## config.mk

```make
export PLATFORM = sky130hd
export DESIGN_NAME = instr_sequencer
export DESIGN_NICKNAME = d
export VERILOG_FILES = /design/src/rtl/cpu_pkg.sv /design/src/rtl/seq_outdec.sv /design/src/rtl/vDFFE.sv /design/src/rtl/instr_sequencer.sv
export SDC_FILE = /design/constraint.sdc
export NUM_CORES = 1
export LEC_CHECK = 0
export CAP_MARGIN = 20
export CORE_AREA = 3 3 40 42
export DETAILED_ROUTE_END_ITERATION = 10
export DIE_AREA = 0 0 43 45
export HOLD_SLACK_MARGIN = 0.12
export SLEW_MARGIN = 20
export SYNTH_ARGS = -nofsm -noshare
export SYNTH_HDL_FRONTEND = slang
export SYNTH_SLANG_ARGS = --single-unit
```

## constraint.sdc

```tcl
create_clock -name clk -period 1.69 [get_ports clk]
set_clock_uncertainty 0.15 [all_clocks]
set_input_delay 0.338 -clock clk [delete_from_list [all_inputs] [get_ports clk]]
set_output_delay 0.338 -clock clk [all_outputs]
set_load 0.02 [all_outputs]
```

## src/rtl/cpu_pkg.sv

```systemverilog
// Shared types and encodings for the instruction sequencer: state
// enumeration, opcode/op class constants, one-hot register selects and
// writeback source selects.
package cpu_pkg;

  typedef enum logic [2:0] {
    S_WAIT   = 3'd0,
    S_DECODE = 3'd1,
    S_WR_IMM = 3'd2,
    S_GET_A  = 3'd3,
    S_GET_B  = 3'd4,
    S_ALU    = 3'd5,
    S_WR_REG = 3'd6
  } state_t;

  // Instruction classes
  localparam logic [2:0] OPC_MOV = 3'b110;
  localparam logic [2:0] OPC_ALU = 3'b101;

  // Sub-operations within each class
  localparam logic [1:0] OP_MOV_REG = 2'b00;
  localparam logic [1:0] OP_MOV_IMM = 2'b10;
  localparam logic [1:0] OP_ADD     = 2'b00;
  localparam logic [1:0] OP_CMP     = 2'b01;
  localparam logic [1:0] OP_AND     = 2'b10;
  localparam logic [1:0] OP_MVN     = 2'b11;

  // One-hot register file selects
  localparam logic [2:0] NSEL_NONE = 3'b000;
  localparam logic [2:0] NSEL_RN   = 3'b100;
  localparam logic [2:0] NSEL_RD   = 3'b010;
  localparam logic [2:0] NSEL_RM   = 3'b001;

  // Writeback source selects
  localparam logic [1:0] VSEL_NONE = 2'b00;
  localparam logic [1:0] VSEL_IMM  = 2'b01;
  localparam logic [1:0] VSEL_C    = 2'b11;

  // CMP only updates status; it never loads C or writes back.
  function automatic logic is_cmp(input logic [2:0] opcode, input logic [1:0] op);
    return (opcode == OPC_ALU) && (op == OP_CMP);
  endfunction

  // Single-operand operations route A to zero (asel) and skip GET_A.
  function automatic logic is_single_operand(input logic [2:0] opcode, input logic [1:0] op);
    return ((opcode == OPC_MOV) && (op == OP_MOV_REG)) ||
           ((opcode == OPC_ALU) && (op == OP_MVN));
  endfunction

endpackage

```

## src/rtl/seq_outdec.sv

```systemverilog
// Moore output decode for the instruction sequencer. Outputs depend on the
// current state; in ALU the held opcode/op refine which strobes fire.
module seq_outdec
  import cpu_pkg::*;
(
  input  state_t     i_state,
  input  logic [2:0] i_opcode,
  input  logic [1:0] i_op,
  output logic       o_w,
  output logic [2:0] o_nsel,
  output logic [1:0] o_vsel,
  output logic       o_write,
  output logic       o_loada,
  output logic       o_loadb,
  output logic       o_loadc,
  output logic       o_loads,
  output logic       o_asel,
  output logic       o_bsel
);

  // Per-state datapath strobes; everything idles low unless a state asserts it.
  // NOTE: every output gets a default before the case so no path leaves one
  // unassigned, which would otherwise infer a latch.
  always_comb begin
    o_w     = 1'b0;
    o_nsel  = NSEL_NONE;
    o_vsel  = VSEL_NONE;
    o_write = 1'b0;
    o_loada = 1'b0;
    o_loadb = 1'b0;
    o_loadc = 1'b0;
    o_loads = 1'b0;
    o_asel  = 1'b0;
    o_bsel  = 1'b0;
    case (i_state)
      S_WAIT: o_w = 1'b1;
      S_WR_IMM: begin
        o_nsel  = NSEL_RN;
        o_vsel  = VSEL_IMM;
        o_write = 1'b1;
      end
      S_GET_A: begin
        o_nsel  = NSEL_RN;
        o_loada = 1'b1;
      end
      S_GET_B: begin
        o_nsel  = NSEL_RM;
        o_loadb = 1'b1;
      end
      S_ALU: begin
        o_asel  = is_single_operand(i_opcode, i_op);
        o_loadc = !is_cmp(i_opcode, i_op);
        o_loads = is_cmp(i_opcode, i_op);
      end
      S_WR_REG: begin
        o_nsel  = NSEL_RD;
        o_vsel  = VSEL_C;
        o_write = 1'b1;
      end
      default: ;
    endcase
  end

endmodule

```

## src/rtl/vDFFE.sv

```systemverilog
// Load-enabled register used throughout the datapath and control.
module vDFFE #(
  parameter int N = 1
) (
  input  logic         clk,
  input  logic         i_en,
  input  logic [N-1:0] i_d,
  output logic [N-1:0] o_q
);

  // Capture i_d on the rising edge when enabled.
  // NOTE: no reset here; callers that need one put a reset mux on i_d so the
  // same register cell serves both reset and non-reset state.
  always_ff @(posedge clk) begin
    if (i_en) o_q <= i_d;
  end

endmodule

```

## src/rtl/instr_sequencer.sv

```systemverilog
// Control FSM sequencing register reads, ALU operation and writeback for
// MOV and ALU-class instructions. State lives in a vDFFE with a reset mux.
module instr_sequencer
  import cpu_pkg::*;
(
  input  logic       clk,
  input  logic       reset,
  input  logic       s,
  input  logic [2:0] opcode,
  input  logic [1:0] op,
  output logic       w,
  output logic [2:0] nsel,
  output logic [1:0] vsel,
  output logic       write,
  output logic       loada,
  output logic       loadb,
  output logic       loadc,
  output logic       loads,
  output logic       asel,
  output logic       bsel
);

  logic [2:0] w_state_q;
  state_t     w_state;
  state_t     w_next;
  state_t     w_next_rst;

  assign w_state = state_t'(w_state_q);

  // Next-state selection; opcode/op are held stable from DECODE onward.
  always_comb begin
    w_next = S_WAIT;
    case (w_state)
      S_WAIT:   w_next = s ? S_DECODE : S_WAIT;
      S_DECODE: begin
        if ((opcode == OPC_MOV) && (op == OP_MOV_IMM))
          w_next = S_WR_IMM;
        else if (is_single_operand(opcode, op))
          w_next = S_GET_B;
        else if (opcode == OPC_ALU)
          w_next = S_GET_A;
        else
          w_next = S_WAIT;
      end
      S_WR_IMM: w_next = S_WAIT;
      S_GET_A:  w_next = S_GET_B;
      S_GET_B:  w_next = S_ALU;
      S_ALU:    w_next = is_cmp(opcode, op) ? S_WAIT : S_WR_REG;
      S_WR_REG: w_next = S_WAIT;
      default:  w_next = S_WAIT;
    endcase
  end

  // Reset wins over any transition, aborting a pending write.
  always_comb begin
    w_next_rst = reset ? S_WAIT : w_next;
  end

  vDFFE #(.N(3)) u_state_reg (
    .clk  (clk),
    .i_en (1'b1),
    .i_d  (w_next_rst),
    .o_q  (w_state_q)
  );

  seq_outdec u_outdec (
    .i_state  (w_state),
    .i_opcode (opcode),
    .i_op     (op),
    .o_w      (w),
    .o_nsel   (nsel),
    .o_vsel   (vsel),
    .o_write  (write),
    .o_loada  (loada),
    .o_loadb  (loadb),
    .o_loadc  (loadc),
    .o_loads  (loads),
    .o_asel   (asel),
    .o_bsel   (bsel)
  );

endmodule
```

==> run summary <==
via count: 424
RSZ-0062 raised after global routing: yes
clock root buffer: clkbuf_4
CTS tree: built
Syn Nets: 53
final hold vios: 0
number of flip-flops in the largest register: 3
Initial DRT Pass Iterations: 4
CP max stage delay: 180 ps
Leak: 0.303 nW
biggest regs: u_state_reg.o_q x3
Setup crit end kind: primary output
Hold Path Depth: 5
Fill cells: 144
period utilisation layout: 97.4%
gr busiest metal: met2
Ports: 21
DIE AREA: 1940 sq um
YS warnings: 0
Slowest cell on crit path: clkdlybuf4s15_1
flops & latches, synth: 3
PwrDens: 461 nW/um^2
WS Path Type: input pin to primary output
worst path required time: 1200 ps
Avg Cell Area, Syn: 6.76 sq um
# DRC: 0
GP Congestion: 0.685
routed vias/inst: 4.46
CP arrival: 1160 ps
Post-Synthesis Cell Area: 304 sq um
Synth cell types: 21
met3 Use GR: 4.38%
Buf+Inv Stages, Crit Path: 3
CTS Sinks: 3
dominant cell type by area after synthesis: dfxtp_1
routed wire length: 1.02 mm
status: finished, final reports clean
most used cell, CP: buf_4
first-pass GRT wire length: 1.72 mm
Num CTS Buffers: 3
TNS Setup: 0 ps
Worst-Skew Late Latency: 240 ps
Final min period: 1650 ps
Die H: 45 um
final worst setup slack: 44.3 ps
layout cells sized above 1: 55.0%
Synth area leaders: dfxtp_1 20%, nor2_1 9.9%, nor3b_1 7.4%
grt met2 use: 21.6%
max_cap viols: 0
most frequent cells in the layout: 19 x buf_4, 7 x nor2_1, 7 x buf_2
fin. max-slew vios: 0
Die Width: 43 um
R2R cell count: 6
# rows: 13
Top reg by flops: u_state_reg.o_q
core area: 1280 sq um
hold crit path type: input pin to register
Fmax: 608 MHz
initial antenna violation count: 0
worst path cell trace: clkdlybuf4s15_1 > buf_4 > and4_1 > a21oi_2 > nor2_1 > buf_4
Routed Antenna Nets: 0
most common cell after layout, fill and taps aside: buf_4
Overall Global Routing Usage: 12.2%
critical path's top delay family: buffers and inverters
FF-to-FF End: u_state_reg.o_q[0]
Reg clk slew, reported paths: 40 ps
gr ovfl total: 0
sequential share of the synthesized area: 19.8%
largest net degree at the start of global routing: 9
Cells after Synth: 45
Buffers on Ports: 19
H-Tree Depth: 1
met1 usage: 12.4%
CTS hold repair buffers: 0
final setup fails: 0
DR iter-0 viols: 4
CP Max Fanout: 2
VDD IR-drop max: 0.204 mV
clk buf depth: 2
R2R setup slack: 100 ps
r2r startpoint: u_state_reg.o_q[2]
dpl hpwl: 723 um
CP Launch Type: input pin
n_diodes: 0
worst slack, placed: -761 ps
vias in the first global route: 406
area added between synthesis and finish: 103%
Routed WL per cell: 10.7 um
Initial Utilization: 23.7%
nets: 89
Worst Min Path Start: opcode[0]
hold path endpoint: u_state_reg.o_q[2]
Yosys top cell area share: 19.8%
==> layer usage <==
layer | vias to the layer above | wire length, um
met5 | - | 0
met4 | 0 | 23
met3 | 4 | 119
met2 | 22 | 456
met1 | 178 | 421
li1 | 220 | -
==> stage by stage <==
step / instance area (sq um) / cells / hold slack (ps) / util (%) / total power, mW
global placement: 582 / 88 / 505 / 45.3 / 0.150
floorplan: 304 / 45 / 261 / - / 0.110
finish: 618 / 95 / 504 / 48.1 / 0.285
global route: 618 / 95 / 545 / 48.1 / 0.302
CTS: 636 / 93 / 528 / 49.5 / 0.285
detailed placement: 582 / 88 / 519 / 45.3 / 0.150
==> how the worst max path moves through the flow <==
stage | start | to | slack [ps] | cells after the start
final | opcode[2] | asel | 40 | 6
after CTS | opcode[2] | asel | -40 | 6
after detailed placement | opcode[0] | asel | -760 | 6
after global routing | opcode[2] | asel | -2 | 6
after floorplan | u_state_reg.o_q[1] | nsel[1] | 3 | 4
after global placement | opcode[0] | asel | -750 | 6
==> synthesized netlist by cell type <==
library cell / n
nor2_1: 8
a21oi_1: 4
nand2_1: 4
and2_1: 3
dfxtp_1: 3
nor2b_1: 3
nor3b_1: 3
buf_2: 2
buf_4: 2
nand3_1: 2
a211oi_1: 1
and4_1: 1
buf_6: 1
conb_1: 1
inv_1: 1
nand2b_4: 1
nor3_1: 1
o21a_1: 1
o21ai_0: 1
o32ai_1: 1
or3b_1: 1
==> cells by family after synthesis <==
family                 share of synthesized area (%)
buffers and inverters                           13.2
AND/OR/NAND/NOR                                 49.8
flip-flops                                      19.8
AO/OA/AOI/OAI                                   16.1
other                                           1.23
==> final cells by class <==
| class | count | area (sq um) | area share (%) |
|---|---|---|---|
| clock buffer | 4 | 26.3 | 4.25 |
| sequential | 3 | 60.1 | 9.72 |
| inverter | 1 | 3.75 | 0.607 |
| multi-input combinational | 36 | 258 | 41.7 |
| timing repair buffer | 36 | 251 | 40.7 |
| tap | 15 | 18.8 | 3.04 |
==> worst reg2reg max path, cell delays in order, from the launching register on <==
cell and delay (ps):
dfxtp_1 320, buf_4 160, nand2b_4 140, buf_4 130, or3b_1 380, o32ai_1 110
and2_1 150
==> where the power goes <==
group | internal, mW | switching, mW | leakage [nW]
Combinational | 0.0462 | 0.0354 | 0.264
Clock | 0.0886 | 0.0387 | 0.0150
Sequential | 0.0734 | 0.00264 | 0.0244
Total | 0.208 | 0.0767 | 0.303
==> timing repair <==
item,4_1_cts,5_1_grt
endpoints found under the hold margin,0,0
resized for setup,54,20
endpoints found under the setup margin,12,9
buffers inserted,1,2
pin swaps,1,3
No activity file was read; power rests on OpenSTA's default activity.
